$ cat src/rtl/cpu_pkg.sv
// Shared definitions for the 8-bit accumulator CPU: opcode constants, the
// instruction-cycle phase encoding and the control-strobe bundle.
package cpu_pkg;

  localparam logic [2:0] HLT = 3'b000;
  localparam logic [2:0] SKZ = 3'b001;
  localparam logic [2:0] ADD = 3'b010;
  localparam logic [2:0] AND = 3'b011;
  localparam logic [2:0] XOR = 3'b100;
  localparam logic [2:0] LDA = 3'b101;
  localparam logic [2:0] STO = 3'b110;
  localparam logic [2:0] JMP = 3'b111;

  typedef enum logic [2:0] {
    INST_ADDR  = 3'd0,
    INST_FETCH = 3'd1,
    INST_LOAD  = 3'd2,
    IDLE       = 3'd3,
    OP_ADDR    = 3'd4,
    OP_FETCH   = 3'd5,
    ALU_OP     = 3'd6,
    STORE      = 3'd7
  } phase_e;

  typedef struct packed {
    logic sel;
    logic rd;
    logic ld_ir;
    logic inc_pc;
    logic halt;
    logic ld_pc;
    logic data_e;
    logic ld_ac;
    logic wr;
  } ctrl_t;

  // Opcodes whose result comes from the ALU and is written back to the accumulator.
  function automatic logic is_aluop(input logic [2:0] op);
    case (op)
      ADD, AND, XOR, LDA: return 1'b1;
      default:            return 1'b0;
    endcase
  endfunction

endpackage

$ cat src/rtl/cpu_controller.sv
// Instruction-sequencing controller: an 8-phase counter with a halted state,
// and combinational decode of the control strobes from phase, opcode and zero.
module cpu_controller
  import cpu_pkg::*;
#(
  parameter int NPHASE = 8
) (
  input  logic       clk,
  input  logic       rst,
  input  logic [2:0] opcode,
  input  logic       zero,
  output logic       sel,
  output logic       rd,
  output logic       ld_ir,
  output logic       inc_pc,
  output logic       halt,
  output logic       ld_pc,
  output logic       data_e,
  output logic       ld_ac,
  output logic       wr,
  output logic [2:0] phase
);

  localparam logic [2:0] LAST_PHASE = 3'(NPHASE - 1);

  phase_e phase_reg;
  logic   halted_reg;
  ctrl_t  ctrl;

  logic op_hlt;
  logic op_skz;
  logic op_sto;
  logic op_jmp;
  logic op_alu;

  // Decoding through a case with a zero default keeps an unknown opcode from
  // raising any qualified strobe.
  always_comb begin
    op_hlt = 1'b0;
    op_skz = 1'b0;
    op_sto = 1'b0;
    op_jmp = 1'b0;
    case (opcode)
      HLT:     op_hlt = 1'b1;
      SKZ:     op_skz = 1'b1;
      STO:     op_sto = 1'b1;
      JMP:     op_jmp = 1'b1;
      default: ;
    endcase
    op_alu = is_aluop(opcode);
  end

  always_ff @(posedge clk or posedge rst) begin
    if (rst) begin
      phase_reg  <= INST_ADDR;
      halted_reg <= 1'b0;
    end else if (!halted_reg) begin
      if (phase_reg == OP_ADDR && op_hlt) begin
        halted_reg <= 1'b1;
      end else if (phase_reg == LAST_PHASE) begin
        phase_reg <= INST_ADDR;
      end else begin
        phase_reg <= phase_e'(phase_reg + 3'd1);
      end
    end
  end

  always_comb begin
    ctrl = '0;
    if (halted_reg) begin
      ctrl.halt = 1'b1;
    end else begin
      case (phase_reg)
        INST_ADDR: begin
          ctrl.sel = 1'b1;
        end
        INST_FETCH: begin
          ctrl.sel = 1'b1;
          ctrl.rd  = 1'b1;
        end
        INST_LOAD, IDLE: begin
          ctrl.sel   = 1'b1;
          ctrl.rd    = 1'b1;
          ctrl.ld_ir = 1'b1;
        end
        OP_ADDR: begin
          ctrl.inc_pc = 1'b1;
          ctrl.halt   = op_hlt;
        end
        OP_FETCH: begin
          ctrl.rd = op_alu;
        end
        ALU_OP: begin
          ctrl.rd     = op_alu;
          ctrl.inc_pc = op_skz && zero;
          ctrl.ld_pc  = op_jmp;
          ctrl.data_e = op_sto;
        end
        STORE: begin
          ctrl.rd     = op_alu;
          ctrl.ld_ac  = op_alu;
          ctrl.ld_pc  = op_jmp;
          ctrl.wr     = op_sto;
          ctrl.data_e = op_sto;
        end
        default: ;
      endcase
    end
  end

  assign sel    = ctrl.sel;
  assign rd     = ctrl.rd;
  assign ld_ir  = ctrl.ld_ir;
  assign inc_pc = ctrl.inc_pc;
  assign halt   = ctrl.halt;
  assign ld_pc  = ctrl.ld_pc;
  assign data_e = ctrl.data_e;
  assign ld_ac  = ctrl.ld_ac;
  assign wr     = ctrl.wr;
  assign phase  = phase_reg;

endmodule

$ cat config.mk
export PLATFORM = sky130hd
export DESIGN_NAME = cpu_controller
export DESIGN_NICKNAME = d
export VERILOG_FILES = /design/src/rtl/cpu_pkg.sv /design/src/rtl/cpu_controller.sv
export SDC_FILE = /design/constraint.sdc
export NUM_CORES = 1
export LEC_CHECK = 0
export CORE_AREA = 4 4 41 43
export DETAILED_ROUTE_END_ITERATION = 8
export DIE_AREA = 0 0 45 47
export PLACE_DENSITY_LB_ADDON = 0.05
export SLEW_MARGIN = 20
export SYNTH_ARGS = -nofsm -noshare
export SYNTH_HDL_FRONTEND = slang
export SYNTH_SLANG_ARGS = --single-unit
$ cat constraint.sdc
create_clock -name clk -period 4.35 [get_ports clk]
set_clock_uncertainty 0.1 [all_clocks]
set_input_delay 0.435 -clock clk [delete_from_list [all_inputs] [get_ports clk]]
set_output_delay 0.435 -clock clk [all_outputs]
set_load 0.05 [all_outputs]
==> results.cfg <==
[place]
placed_area_um2 = 569
portBuffers = 17
place_congestion = 0.689
hpwl_um = 739

[synthesis]
synthTopCellsByArea = dfrtp_1, ha_1, inv_1
synth.net_count = 57
avgSynthCellArea_um2 = 8.56
ys_types = 21
ys_ff_latch = 4
synth_top_area_share_pct = 26.0
syn_inst = 45
yosys_warnings = 0
synth.yosys.seq_area_share_pct = 26.0
synth_commonest_cells = ha_1, inv_1, nor2_1
async_reset_ff_share_pct = 100
synth_ff_type = dfrtp_1
synth_area_leader_cell = dfrtp_1
synth-edff-count = 0
syn_area_um2 = 385

[floorplan]
start_util_pct = 29.6
rows = 13
die_w_um = 45
design.die.area_um2 = 2120
core_um2 = 1300
fp.dieH_um = 47
ios = 18

[timing]
drv_slew = 0
setup-tns-final_ps = 0
relSlewSlack_pct = 66.8
period_share_pct = 66.8
setup_viol = 0
rsz0062_at_grt = false
max_freq_mhz = 344
period_needed_ps = 2900
hold_viol = 0
tightest_slew_ps = 497

[cts]
cts_tree = done
cts_resized = 0
cts_buffer_depth = 2
clock-sinks = 4
post_cts_buffers = 0
htreeDepth = 1
cts_hold_buf = 0
cts_root_buf = clkbuf_4
cts.clk_slew.worst_paths_ps = 40
cts_buffers = 3
clock_latency_ps = 230

[grt]
grt_pass1_wl_mm = 1.41
grt_pass1_vias = 344
grt_overflow = 0
grtUsageTotal_pct = 9.20
grt_antenna_before_repair = 0
grt_max_degree = 11

[run]
timing.max_cap.violations = 0

[drt]
drt_iter0_drc = 6
vias_per_cell = 4.85
dr.pass1.iters = 4
wl_per_cell_um = 11.9
dr_total_vias = 383
wirelength_um = 938
drc_errors = 0
postRouteAntennaNets = 0

[worst_setup_path]
worstSetupStartpointType = flip-flop
worstPathRequired_ps = 3820
critPathKind = reg2out
crit_path_end_kind = output pin
arrival_ps = 2370
crit_fanout = 8

[power_and_ir_drop]
vdd_drop_max_uv = 326
p_leak_nw = 0.251
power_density_nw_per_um2 = 871

[run_status]
outcome = finished, final reports clean

[finish]
nNetsFinal = 78
syn2layout_area_growth_pct = 53.6
largest_register_ffs = 3
drive_gt1_share_pct = 9.38
num_antenna_cells = 0
stdcell_area_um2 = 592

[min_path]
hold_path_class = in2async
## cells by family after synthesis
kind of cell / synth area share (%)
adders and majority gates: 19.5
DFF: 26.0
AOI/OAI and AO/OA: 14.6
and+or+nand+nor: 24.0
xor gates and xnor gates: 2.27
buffers and inverters: 7.14
muxes: 6.49
## cell usage in the layout, fill, tap and decap left out, drive strengths merged
master / Yosys / final
clkdlybuf4s50: 0 / 17
or3: 1 / 1
o221ai: 1 / 1
mux2i: 1 / 1
o21ai: 3 / 3
dfrtp: 4 / 4
inv: 6 / 6
ha: 6 / 6
a21oi: 4 / 4
nand2b: 2 / 2
xnor2: 1 / 1
nor4b: 2 / 2
nor2: 6 / 6
mux2: 1 / 1
nor3: 1 / 1
a41oi: 1 / 1
nor2b: 1 / 1
clkbuf: 0 / 3
nand2: 1 / 1
nor4: 2 / 2
## report_power, final
part           switching (mW)  internal (mW)
sequential             0.0390         0.0576
combinational           0.232          0.142
clock                  0.0138         0.0308
## routing by layer
metal	share of wire (%)	track usage, %
met1	48	10.8
met2	42	15.0
met3	7.8	1.53
met4	1.6	7.02
met5	0	0
## layout make-up
type                       instances  area (µm²)
fill                             136         709
multi-input combinational         34         258
timing repair buffer              17         170
sequential                         4         100
clock buffer                       3        22.5
inverter                           6        22.5
tap                               15        18.8
## stage by stage
| step | setup slack (ps) | utilization (%) | cells | hold slack, ps | power (mW) |
|---|---|---|---|---|---|
| 2_1_floorplan | 914 | - | 45 | 101 | 0.362 |
| 3_3_place_gp | 1490 | 43.8 | 76 | 530 | 0.478 |
| 3_5_place_dp | 1480 | 43.8 | 76 | 534 | 0.474 |
| 4_1_cts | 1410 | 45.5 | 79 | 286 | 0.522 |
| 5_1_grt | 1280 | 45.5 | 79 | 283 | 0.556 |
| 6_report | 1450 | 45.5 | 79 | 286 | 0.515 |
## final timing paths
check                                end  cells after the start  slack, ps  startpoint
worst max register to register  phase[0]                      5       2610    phase[0]
worst max-delay path               ld_pc                      5       1450    phase[0]
max in group asynchronous       phase[1]                      2       3720         rst
worst min register to register  phase[1]                      2        530    phase[1]
worst min-delay path            phase[2]                      2        290         rst
min in group clk                phase[1]                      2        530    phase[1]
## worst max-delay path, cell delays in order (launching register included)
cell and delay [ps]:
dfrtp_1 470, ha_1 230, ha_1 220, a21oi_1 80, nor4b_1 290, clkdlybuf4s50_1 850
No activity file was read; power rests on OpenSTA's default activity.
